<file path="config.mk">
export PLATFORM = sky130hd
export DESIGN_NAME = button_event
export DESIGN_NICKNAME = d
export VERILOG_FILES = /design/src/rtl/button_event.sv
export SDC_FILE = /design/constraint.sdc
export NUM_CORES = 1
export LEC_CHECK = 0
export ABC_CLOCK_PERIOD_IN_PS = 2450
export CELL_PAD_IN_SITES_DETAIL_PLACEMENT = 1
export CELL_PAD_IN_SITES_GLOBAL_PLACEMENT = 1
export CORE_AREA = 2 2 84 86
export CTS_CLUSTER_SIZE = 24
export DETAILED_ROUTE_END_ITERATION = 10
export DIE_AREA = 0 0 86 88
export PLACE_DENSITY = 0.62
export SLEW_MARGIN = 15
export SYNTH_ARGS = -nofsm -noshare
export SYNTH_HDL_FRONTEND = slang
export SYNTH_SLANG_ARGS = --single-unit
</file>
<file path="constraint.sdc">
create_clock -name clk -period 2.45 [get_ports clk]
set_input_delay 0.3675 -clock clk [delete_from_list [all_inputs] [get_ports clk]]
set_output_delay 0.3675 -clock clk [all_outputs]
set_load 0.02 [all_outputs]
</file>
<file path="src/rtl/button_event.sv">
// Button gesture classifier: turns a debounced level into short/double/long press
// events, with auto-repeat while a long press is held. Port "repeat" is a reserved word, so it is named repeat_pulse.
module button_event #(
  parameter int unsigned LONG_TICKS   = 10_000_000,
  parameter int unsigned DOUBLE_TICKS = 3_000_000,
  parameter int unsigned REPEAT_TICKS = 2_000_000,
  parameter int unsigned CNT_LEN      = 24
) (
  input  logic clk,
  input  logic reset,
  input  logic btn_level,
  output logic short_press,
  output logic double_click,
  output logic long_press,
  output logic repeat_pulse,
  output logic held
);

  // state          | meaning
  // IDLE           | button released, no gesture in progress
  // PRESSED        | first press, timing toward long press
  // WAIT_SECOND    | released after first press, waiting for a second press
  // SECOND_PRESSED | second press of a double click in progress
  // LONG_HELD      | long press reached, repeating while held
  typedef enum logic [2:0] {
    IDLE           = 3'd0,
    PRESSED        = 3'd1,
    WAIT_SECOND    = 3'd2,
    SECOND_PRESSED = 3'd3,
    LONG_HELD      = 3'd4
  } state_t;

  localparam logic [CNT_LEN-1:0] LONG_TC   = CNT_LEN'(LONG_TICKS - 1);
  localparam logic [CNT_LEN-1:0] DOUBLE_TC = CNT_LEN'(DOUBLE_TICKS - 1);
  localparam logic [CNT_LEN-1:0] REPEAT_TC = CNT_LEN'(REPEAT_TICKS - 1);

  state_t             state, state_nxt;
  logic [CNT_LEN-1:0] cnt, cnt_nxt;
  logic               cnt_restart;
  logic               short_nxt, double_nxt, long_nxt, repeat_nxt;

  always_comb begin
    state_nxt   = state;
    cnt_restart = 1'b0;
    short_nxt   = 1'b0;
    double_nxt  = 1'b0;
    long_nxt    = 1'b0;
    repeat_nxt  = 1'b0;
    case (state)
      IDLE: begin
        if (btn_level) state_nxt = PRESSED;
      end
      PRESSED: begin
        if (!btn_level) begin
          state_nxt = WAIT_SECOND;
        end else if (cnt == LONG_TC) begin
          state_nxt = LONG_HELD;
          long_nxt  = 1'b1;
        end
      end
      WAIT_SECOND: begin
        if (btn_level) begin
          state_nxt = SECOND_PRESSED;
        end else if (cnt == DOUBLE_TC) begin
          state_nxt = IDLE;
          short_nxt = 1'b1;
        end
      end
      SECOND_PRESSED: begin
        if (!btn_level) begin
          state_nxt  = IDLE;
          double_nxt = 1'b1;
        end else if (cnt == LONG_TC) begin
          state_nxt = LONG_HELD;
          long_nxt  = 1'b1;
        end
      end
      LONG_HELD: begin
        if (!btn_level) begin
          state_nxt = IDLE;
        end else if (cnt == REPEAT_TC) begin
          repeat_nxt  = 1'b1;
          cnt_restart = 1'b1;
        end
      end
      default: state_nxt = IDLE;
    endcase
  end

  // Counter restarts on any state change, saturates instead of wrapping.
  always_comb begin
    if ((state_nxt != state) || cnt_restart) begin
      cnt_nxt = '0;
    end else if (cnt != {CNT_LEN{1'b1}}) begin
      cnt_nxt = cnt + 1'b1;
    end else begin
      cnt_nxt = cnt;
    end
  end

  always_ff @(posedge clk or posedge reset) begin
    if (reset) begin
      state        <= IDLE;
      cnt          <= '0;
      short_press  <= 1'b0;
      double_click <= 1'b0;
      long_press   <= 1'b0;
      repeat_pulse <= 1'b0;
      held         <= 1'b0;
    end else begin
      state        <= state_nxt;
      cnt          <= cnt_nxt;
      short_press  <= short_nxt;
      double_click <= double_nxt;
      long_press   <= long_nxt;
      repeat_pulse <= repeat_nxt;
      held         <= (state_nxt == LONG_HELD);
    end
  end

endmodule

</file>
==> results of run 1 <==
==> worst max path at each step <==
stage	startpoint	to	slack [ps]	cells past startpoint
final	cnt[0]	cnt[20]	320	8
after global routing	cnt[21]	cnt[21]	220	5
after CTS	cnt[0]	cnt[20]	300	8
after detailed placement	btn_level	cnt[0]	9	6
after global placement	btn_level	cnt[0]	60	6
after floorplan	cnt[20]	cnt[0]	520	6
==> tightest hold or removal path, delay by kind of cell <==
family	cells	cell delay (ps)
buf+inv	3	830
==> power groups by stage <==
stage	Sequential (µW)	Combinational (µW)	Clock [µW]
floorplan	556	44.2	0
global placement	558	71.9	0
detailed placement	559	73.1	0
CTS	548	73.2	530
global route	551	80.6	562
finish	548	71.3	513
==> per-stage QoR <==
step,util [%],setup WS [ps],hold slack [ps]
after detailed placement,31.94,8.716,553.6
final,33.62,323.4,478.5
after global placement,31.94,58.07,536.4
after global routing,33.62,222.3,531.8
after floorplan,-,520.3,483.7
after CTS,33.62,303.6,487.5
==> synth_stat cells, types with 3 or more instances <==
cell	n
sky130_fd_sc_hd__nand4_1	5
sky130_fd_sc_hd__nand4bb_1	3
sky130_fd_sc_hd__o21ai_0	7
sky130_fd_sc_hd__a21oi_1	11
sky130_fd_sc_hd__nand2_1	14
sky130_fd_sc_hd__dfrtp_1	32
sky130_fd_sc_hd__nor4_1	7
sky130_fd_sc_hd__xnor2_1	8
sky130_fd_sc_hd__or3_1	9
sky130_fd_sc_hd__nor3_1	9
sky130_fd_sc_hd__nor2_1	21
sky130_fd_sc_hd__nand4b_1	3
sky130_fd_sc_hd__xor2_1	7
sky130_fd_sc_hd__nand3_1	7
sky130_fd_sc_hd__inv_1	5
==> layer usage <==
metal / wire length [µm] / up-vias
li1: - / 771
met5: 0 / -
met1: 2345 / 794
met2: 2420 / 16
met4: 89 / 0
met3: 116 / 9
==> cells by family after synthesis <==
family / share of synthesized area, %
adder cells (fa/ha/maj): 0.6657
AND/OR/NAND/NOR: 32.82
AO/OA/AOI/OAI: 13.91
buffers and inverters: 2.996
flip-flops: 42.61
XOR/XNOR: 6.991
==> state kept, by name, summed over array words and instances (netlist names) <==
name and count:
short_press 1, double_click 1, state 3, long_press 1, held 1, repeat_pulse 1
cnt 24
==> area by class of cell <==
class / instances / area share [%]
multi-input cells: 154 / 45.77
flip-flops and latches: 32 / 35.85
repair buffers: 20 / 8.067
well taps: 80 / 4.482
clock buffers: 5 / 3.081
clock inverters: 3 / 1.905
inverters: 5 / 0.8403
==> impl_metrics.prom, run 1 <==
# TYPE chip_impl_metric gauge
chip_impl_metric{name="gr-usage-met1",unit="%"} 19.16
chip_impl_metric{name="grt_start_max_net_pins",unit=""} 33
chip_impl_info{name="top_usage_layer",value="met2"} 1
chip_impl_info{name="worstSetupStartpointType",value="flip-flop"} 1
chip_impl_metric{name="detail-route-antenna-nets",unit=""} 0
chip_impl_metric{name="die_width",unit="µm"} 86
chip_impl_metric{name="rows",unit=""} 30
chip_impl_metric{name="timing.critical_path.required",unit="ps"} 2650
chip_impl_metric{name="critPathArrivalTime",unit="ps"} 2330
chip_impl_metric{name="comb_power_share",unit="%"} 6.3
chip_impl_metric{name="cp.buffers_inverters",unit=""} 2
chip_impl_metric{name="drt-vias-per-instance",unit=""} 5.318
chip_impl_info{name="status",value="complete, no violations"} 1
chip_impl_metric{name="headroom_to_the_max_slew_limit",unit="%"} 67.36
chip_impl_metric{name="share_clk_of_total_power",unit="%"} 45.3
chip_impl_metric{name="fin_tns_setup",unit="ps"} 0
chip_impl_metric{name="syn_inst",unit=""} 197
chip_impl_metric{name="design_internal_power",unit="µW"} 866.7
chip_impl_info{name="crit_path_top_delay_cell",value="sky130_fd_sc_hd__dfrtp_1"} 1
chip_impl_metric{name="via_count",unit=""} 1590
chip_impl_metric{name="timing.fmax",unit="GHz"} 0.4702
chip_impl_metric{name="antenna_violations_before_repair",unit=""} 0
chip_impl_metric{name="wl_per_cell",unit="µm"} 16.62
chip_impl_metric{name="setup-violations-final",unit=""} 0
chip_impl_metric{name="timing_worst_slew_pin_value",unit="ps"} 489.6
chip_impl_info{name="clk_root_buffer_cell",value="sky130_fd_sc_hd__clkbuf_8"} 1
chip_impl_metric{name="sequential_cell_area",unit="µm²"} 800.8
chip_impl_metric{name="number_of_enable_type_register_cells_in_the_synthesized_netlist",unit=""} 0
chip_impl_metric{name="power_density",unit="nW/µm²"} 507.0
chip_impl_info{name="critical_path.top_delay_family",value="simple AND/OR/NAND/NOR gates"} 1
chip_impl_metric{name="irDropWorstVdd",unit="mV"} 0.1304
chip_impl_info{name="critical_path_class",value="reg2reg"} 1
chip_impl_info{name="mostFrequentLayoutCell",value="sky130_fd_sc_hd__dfrtp_1"} 1
chip_impl_info{name="synthTopCellsByArea",value="sky130_fd_sc_hd__dfrtp_1 43%, sky130_fd_sc_hd__nor2_1 4.2%, sky130_fd_sc_hd__xnor2_1 3.7%"} 1
chip_impl_metric{name="multi_input_comb_area",unit="µm²"} 1022
chip_impl_info{name="netlist.top_cell.by_area",value="sky130_fd_sc_hd__dfrtp_1"} 1
chip_impl_metric{name="cts_resized",unit=""} 0
chip_impl_metric{name="distinct_cell_type_count_of_the_synthesized_netlist",unit=""} 51
chip_impl_info{name="worstReg2RegEnd",value="cnt[20]"} 1
chip_impl_metric{name="power.sequential.fraction",unit="%"} 48.4
chip_impl_metric{name="layout_worst_path_cycle_share",unit="%"} 86.80
chip_impl_metric{name="yosysWarningCount",unit=""} 0
chip_impl_metric{name="boundaryPins",unit=""} 8
chip_impl_info{name="timing.hold.worst.class",value="in2async"} 1
chip_impl_info{name="critical_path.cell_chain",value="ha_1, and4_1, buf_4, and3_2, a31oi_4, o21ai_2, buf_12, nor3_1"} 1
chip_impl_metric{name="swShare",unit="%"} 23.46
chip_impl_metric{name="clkSlewWorstSetupHoldPaths",unit="ps"} 70
chip_impl_metric{name="antennaDiodeCount",unit=""} 0
chip_impl_metric{name="cts.path.max_buffers",unit=""} 2
chip_impl_metric{name="portBuffers",unit=""} 7
chip_impl_info{name="timing.rr.start",value="cnt[0]"} 1
chip_impl_metric{name="grt_util_met3",unit="%"} 3.205
chip_impl_metric{name="grt-ovfl-total",unit=""} 0
chip_impl_metric{name="worst_path_largest_cell_delay",unit="ps"} 420
chip_impl_metric{name="grt_pass1_wl",unit="µm"} 8576
chip_impl_metric{name="clk-insertion-delay-late",unit="ps"} 290
chip_impl_metric{name="mappedNetlistArea",unit="µm²"} 1879
chip_impl_metric{name="area_growth",unit="%"} 18.84
chip_impl_metric{name="die_y",unit="µm"} 88
chip_impl_metric{name="synth_sequential_area_ratio",unit="%"} 42.61
chip_impl_metric{name="clock_h_tree_levels",unit=""} 2
chip_impl_metric{name="initialDrtViolationCount",unit=""} 74
chip_impl_metric{name="clkSinkCount",unit=""} 32
chip_impl_metric{name="syn-mean-instance-area",unit="µm²"} 9.540
chip_impl_metric{name="cell_count_after_placement",unit=""} 291
chip_impl_metric{name="design.die.area",unit="µm²"} 7568
chip_impl_metric{name="power_leakage",unit="µW"} 0.0008194
chip_impl_metric{name="cts_made_buffers",unit=""} 5
chip_impl_metric{name="hold_violations",unit=""} 0
chip_impl_metric{name="final.setup_skew",unit="ps"} 4.676
chip_impl_metric{name="holdBufCountCts",unit=""} 0
chip_impl_metric{name="slew_viol_final",unit=""} 0
chip_impl_metric{name="worstRegToRegCells",unit=""} 8
chip_impl_metric{name="synth_seq_cells",unit=""} 32
chip_impl_metric{name="postRouteWirelength",unit="µm"} 4970
chip_impl_metric{name="min_period",unit="ps"} 2127
chip_impl_metric{name="post-cts-setup-buffer-count",unit=""} 0
chip_impl_info{name="cts_tree",value="yes"} 1
chip_impl_metric{name="n_fill_cell",unit=""} 757
chip_impl_metric{name="core",unit="µm²"} 6644
chip_impl_metric{name="grt.met2_usage",unit="%"} 23.96
chip_impl_metric{name="switching_power",unit="µW"} 265.6
chip_impl_metric{name="firstDrtPassIters",unit=""} 4
chip_impl_info{name="most_instantiated_flip_flop_cell_in_the_synthesis_netlist",value="sky130_fd_sc_hd__dfrtp_1"} 1
chip_impl_info{name="mostFrequentLayoutCells",value="32 x sky130_fd_sc_hd__dfrtp_1, 21 x sky130_fd_sc_hd__nor2_1, 14 x sky130_fd_sc_hd__nand2_1"} 1
chip_impl_metric{name="effective_utilization_at_floorplan",unit="%"} 28.29
chip_impl_metric{name="gr-usage-all-layers",unit="%"} 14.71
chip_impl_metric{name="via_count_of_the_first_global_routing_pass",unit=""} 1626
chip_impl_metric{name="detailed_place.area",unit="µm²"} 2122
chip_impl_metric{name="drc",unit=""} 0
chip_impl_metric{name="num-nets-final",unit=""} 222
chip_impl_metric{name="max-cap-violations",unit=""} 0
chip_impl_metric{name="fin_area",unit="µm²"} 2233
chip_impl_metric{name="place_hpwl",unit="µm"} 3610
chip_impl_info{name="end_kind",value="flip-flop"} 1
chip_impl_metric{name="syn-num-nets",unit=""} 201
chip_impl_metric{name="synthArstFlopShare",unit="%"} 100.0
chip_impl_metric{name="fin_cells",unit=""} 299
chip_impl_metric{name="place_congestion",unit=""} 0.7954
chip_impl_metric{name="finalPower",unit="µW"} 1132
chip_impl_metric{name="regToRegSetupSlack",unit="ps"} 320
chip_impl_info{name="unrepaired_setup_endpoints_after_global_routing",value="no"} 1
chip_impl_metric{name="share_of_final_layout_standard_cells_stronger_than_drive_strength_1",unit="%"} 16.89
chip_impl_metric{name="critical_path_peak_fanout",unit=""} 10
chip_impl_metric{name="yosysTopAreaCellShare",unit="%"} 42.61
(Power assumes the default switching activity.)
==> run 2: changes to the inputs <==
GPL_ROUTABILITY_DRIVEN = 0   (was default)
==> results of run 2 <==
No change in the layout: final DEF, timing and power equal those of run 1.
==> run 3: changes to the inputs <==
CORE_AREA = 2 2 67 69   (was 2 2 84 86)
DIE_AREA = 0 0 69 71   (was 0 0 86 88)
HOLD_SLACK_MARGIN = 0.03   (was default)
PLACE_DENSITY = default   (was 0.62)
PLACE_DENSITY_LB_ADDON = 0.1   (was default)
==> run 3 against run 2 <==
  * Worst hold slack barely moved
  * First-iteration DRC count fell by 38%
  * Largest power group unchanged
  * Cell area fell by 3.6%
  * Maximum frequency fell by 2.3%
==> impl_metrics.prom, run 3 (same netlist as run 1, synthesis figures left out) <==
# TYPE chip_impl_metric gauge
chip_impl_info{name="status",value="complete, no violations"} 1
chip_impl_metric{name="die_y",unit="µm"} 71
chip_impl_metric{name="timing_worst_slew_pin_value",unit="ps"} 571.4
chip_impl_metric{name="final.hold.worst_slack",unit="ps"} 478.2
chip_impl_metric{name="cts.path.max_buffers",unit=""} 2
chip_impl_metric{name="clkSinkCount",unit=""} 32
chip_impl_metric{name="slew_viol_final",unit=""} 0
chip_impl_metric{name="post-cts-setup-buffer-count",unit=""} 0
chip_impl_metric{name="share_clk_of_total_power",unit="%"} 40.5
chip_impl_metric{name="detail-route-antenna-nets",unit=""} 0
chip_impl_info{name="critical_path.endpoint",value="cnt[21]"} 1
chip_impl_metric{name="die_width",unit="µm"} 69
chip_impl_metric{name="swShare",unit="%"} 24.03
chip_impl_metric{name="drt-vias-per-instance",unit=""} 6.033
chip_impl_metric{name="antennaDiodeCount",unit=""} 0
chip_impl_metric{name="via_count_of_the_first_global_routing_pass",unit=""} 1721
chip_impl_metric{name="power.sequential.fraction",unit="%"} 52.8
chip_impl_metric{name="grt_start_max_net_pins",unit=""} 33
chip_impl_metric{name="headroom_to_the_max_slew_limit",unit="%"} 61.59
chip_impl_metric{name="holdBufCountCts",unit=""} 0
chip_impl_metric{name="clkSlewWorstSetupHoldPaths",unit="ps"} 70
chip_impl_info{name="timing.hold.worst.class",value="in2async"} 1
chip_impl_info{name="worstReg2RegEnd",value="cnt[21]"} 1
chip_impl_metric{name="boundaryPins",unit=""} 8
chip_impl_metric{name="portBuffers",unit=""} 7
chip_impl_metric{name="cts_made_buffers",unit=""} 5
chip_impl_metric{name="switching_power",unit="µW"} 249.3
chip_impl_metric{name="fin_tns_setup",unit="ps"} 0
chip_impl_metric{name="final.setup.worst_slack",unit="ps"} 273.3
chip_impl_metric{name="grt-ovfl-total",unit=""} 0
chip_impl_metric{name="irDropWorstVdd",unit="mV"} 0.1669
chip_impl_metric{name="grt_pass1_wl",unit="µm"} 8335
chip_impl_metric{name="layout_worst_path_cycle_share",unit="%"} 88.85
chip_impl_metric{name="setup-violations-final",unit=""} 0
chip_impl_metric{name="gr-usage-all-layers",unit="%"} 21.43
chip_impl_metric{name="finalPower",unit="µW"} 1038
chip_impl_metric{name="design.die.area",unit="µm²"} 4899
chip_impl_metric{name="core",unit="µm²"} 4204
chip_impl_metric{name="num-nets-final",unit=""} 220
chip_impl_metric{name="effective_utilization_at_floorplan",unit="%"} 44.70
chip_impl_metric{name="design_internal_power",unit="µW"} 788.4
chip_impl_info{name="biggestRegsByFlops",value="cnt (24), state (3)"} 1
chip_impl_info{name="unrepaired_setup_endpoints_after_global_routing",value="no"} 1
chip_impl_metric{name="wl_per_cell",unit="µm"} 18.39
chip_impl_metric{name="final.setup_skew",unit="ps"} 4.840
chip_impl_metric{name="largest_register_ff_count",unit=""} 24
chip_impl_metric{name="power_density",unit="nW/µm²"} 482.2
chip_impl_metric{name="antenna_violations_before_repair",unit=""} 0
chip_impl_metric{name="cts_resized",unit=""} 0
chip_impl_metric{name="clk-insertion-delay-late",unit="ps"} 280
chip_impl_metric{name="timing.critical_path.required",unit="ps"} 2610
chip_impl_metric{name="power_leakage",unit="µW"} 0.0007998
chip_impl_metric{name="max-cap-violations",unit=""} 0
chip_impl_info{name="worstSetupStartpointType",value="flip-flop"} 1
chip_impl_metric{name="post_place_setup_slack",unit="ps"} 43.99
chip_impl_metric{name="postRouteWirelength",unit="µm"} 4946
chip_impl_metric{name="share_of_final_layout_standard_cells_stronger_than_drive_strength_1",unit="%"} 16.13
chip_impl_metric{name="regToRegSetupSlack",unit="ps"} 270
chip_impl_metric{name="timing.fmax",unit="GHz"} 0.4594
chip_impl_metric{name="critical_path_peak_fanout",unit=""} 9
chip_impl_metric{name="via_count",unit=""} 1623
chip_impl_info{name="critical_path_class",value="reg2reg"} 1
chip_impl_metric{name="place_hpwl",unit="µm"} 3745
chip_impl_info{name="clk_root_buffer_cell",value="sky130_fd_sc_hd__clkbuf_8"} 1
chip_impl_metric{name="hold_violations",unit=""} 0
chip_impl_info{name="max_flop_register",value="cnt"} 1
chip_impl_metric{name="clock_h_tree_levels",unit=""} 2
chip_impl_info{name="mostFrequentLayoutCell",value="sky130_fd_sc_hd__dfrtp_1"} 1
chip_impl_metric{name="min_period",unit="ps"} 2177
chip_impl_metric{name="comb_power_share",unit="%"} 6.7
chip_impl_metric{name="firstDrtPassIters",unit=""} 4
chip_impl_metric{name="rows",unit=""} 24
chip_impl_metric{name="initialDrtViolationCount",unit=""} 46
chip_impl_info{name="end_kind",value="flip-flop"} 1
chip_impl_metric{name="worstRegToRegCells",unit=""} 5
chip_impl_info{name="cts_tree",value="yes"} 1
chip_impl_metric{name="drc",unit=""} 0
chip_impl_info{name="timing.rr.start",value="cnt[20]"} 1
chip_impl_metric{name="critPathArrivalTime",unit="ps"} 2340
chip_impl_metric{name="area_growth",unit="%"} 14.51
chip_impl_info{name="critPathLaunch",value="cnt[20]"} 1
chip_impl_info{name="mostFrequentLayoutCells",value="32 x sky130_fd_sc_hd__dfrtp_1, 21 x sky130_fd_sc_hd__nor2_1, 14 x sky130_fd_sc_hd__nand2_1"} 1
run 3: changes by cell type in the layout (fill, tap and decap cells not counted), sizes merged:
cell / change
clkinv: +1
bufinv: -1
clkbuf: +1
clkinvlp: -1
buf: -2
run 3: layout make-up:
cell class	instances	area, µm²
clock buffer	6	82.58
clock inverter	2	10.01
fill	487	2052
inverter	5	18.77
multi-input combinational	154	1022
sequential	32	800.8
tap	52	65.06
timing repair buffer	18	152.6
run 3: worst max-delay path: stages (launching register included):
cell                        delay (ps)
sky130_fd_sc_hd__dfrtp_1           510
sky130_fd_sc_hd__nand4_1           220
sky130_fd_sc_hd__or4_1             780
sky130_fd_sc_hd__o2111ai_1         340
sky130_fd_sc_hd__xor2_1            160
sky130_fd_sc_hd__nor2_1             50
run 3: layer usage:
layer | share of wire (%) | track usage, % | vias to the layer above | wire [µm]
met3 | 3.0 | 5.413 | 9 | 148
met5 | 0 | 0 | - | 0
met4 | 1.6 | 6.536 | 0 | 81
met2 | 52 | 38.68 | 28 | 2567
met1 | 43 | 25.09 | 823 | 2148
li1 | - | - | 763 | -
run 3: per-stage QoR:
step                      area (µm²)  instances  utilization [%]
after global routing            2152        269            51.19
after floorplan                 1879        197                -
after CTS                       2152        269            51.19
after global placement          2059        261            48.99
final                           2152        269            51.19
after detailed placement        2059        261            48.99
run 3: worst min path at each step:
stage / startpoint / endpoint / slack (ps)
floorplan: reset / cnt[0] / 480
global placement: cnt[1] / cnt[1] / 540
detailed placement: cnt[0] / cnt[0] / 560
CTS: reset / short_press / 500
global route: reset / held / 520
finish: reset / held / 480
run 3: power by group through the flow:
stage,Sequential (µW),Combinational (µW),Clock (µW)
detailed placement,558,70.5,0
global route,549,77.3,461
floorplan,556,44.2,0
CTS,548,71.1,432
global placement,557,68.3,0
finish,548,69.7,420
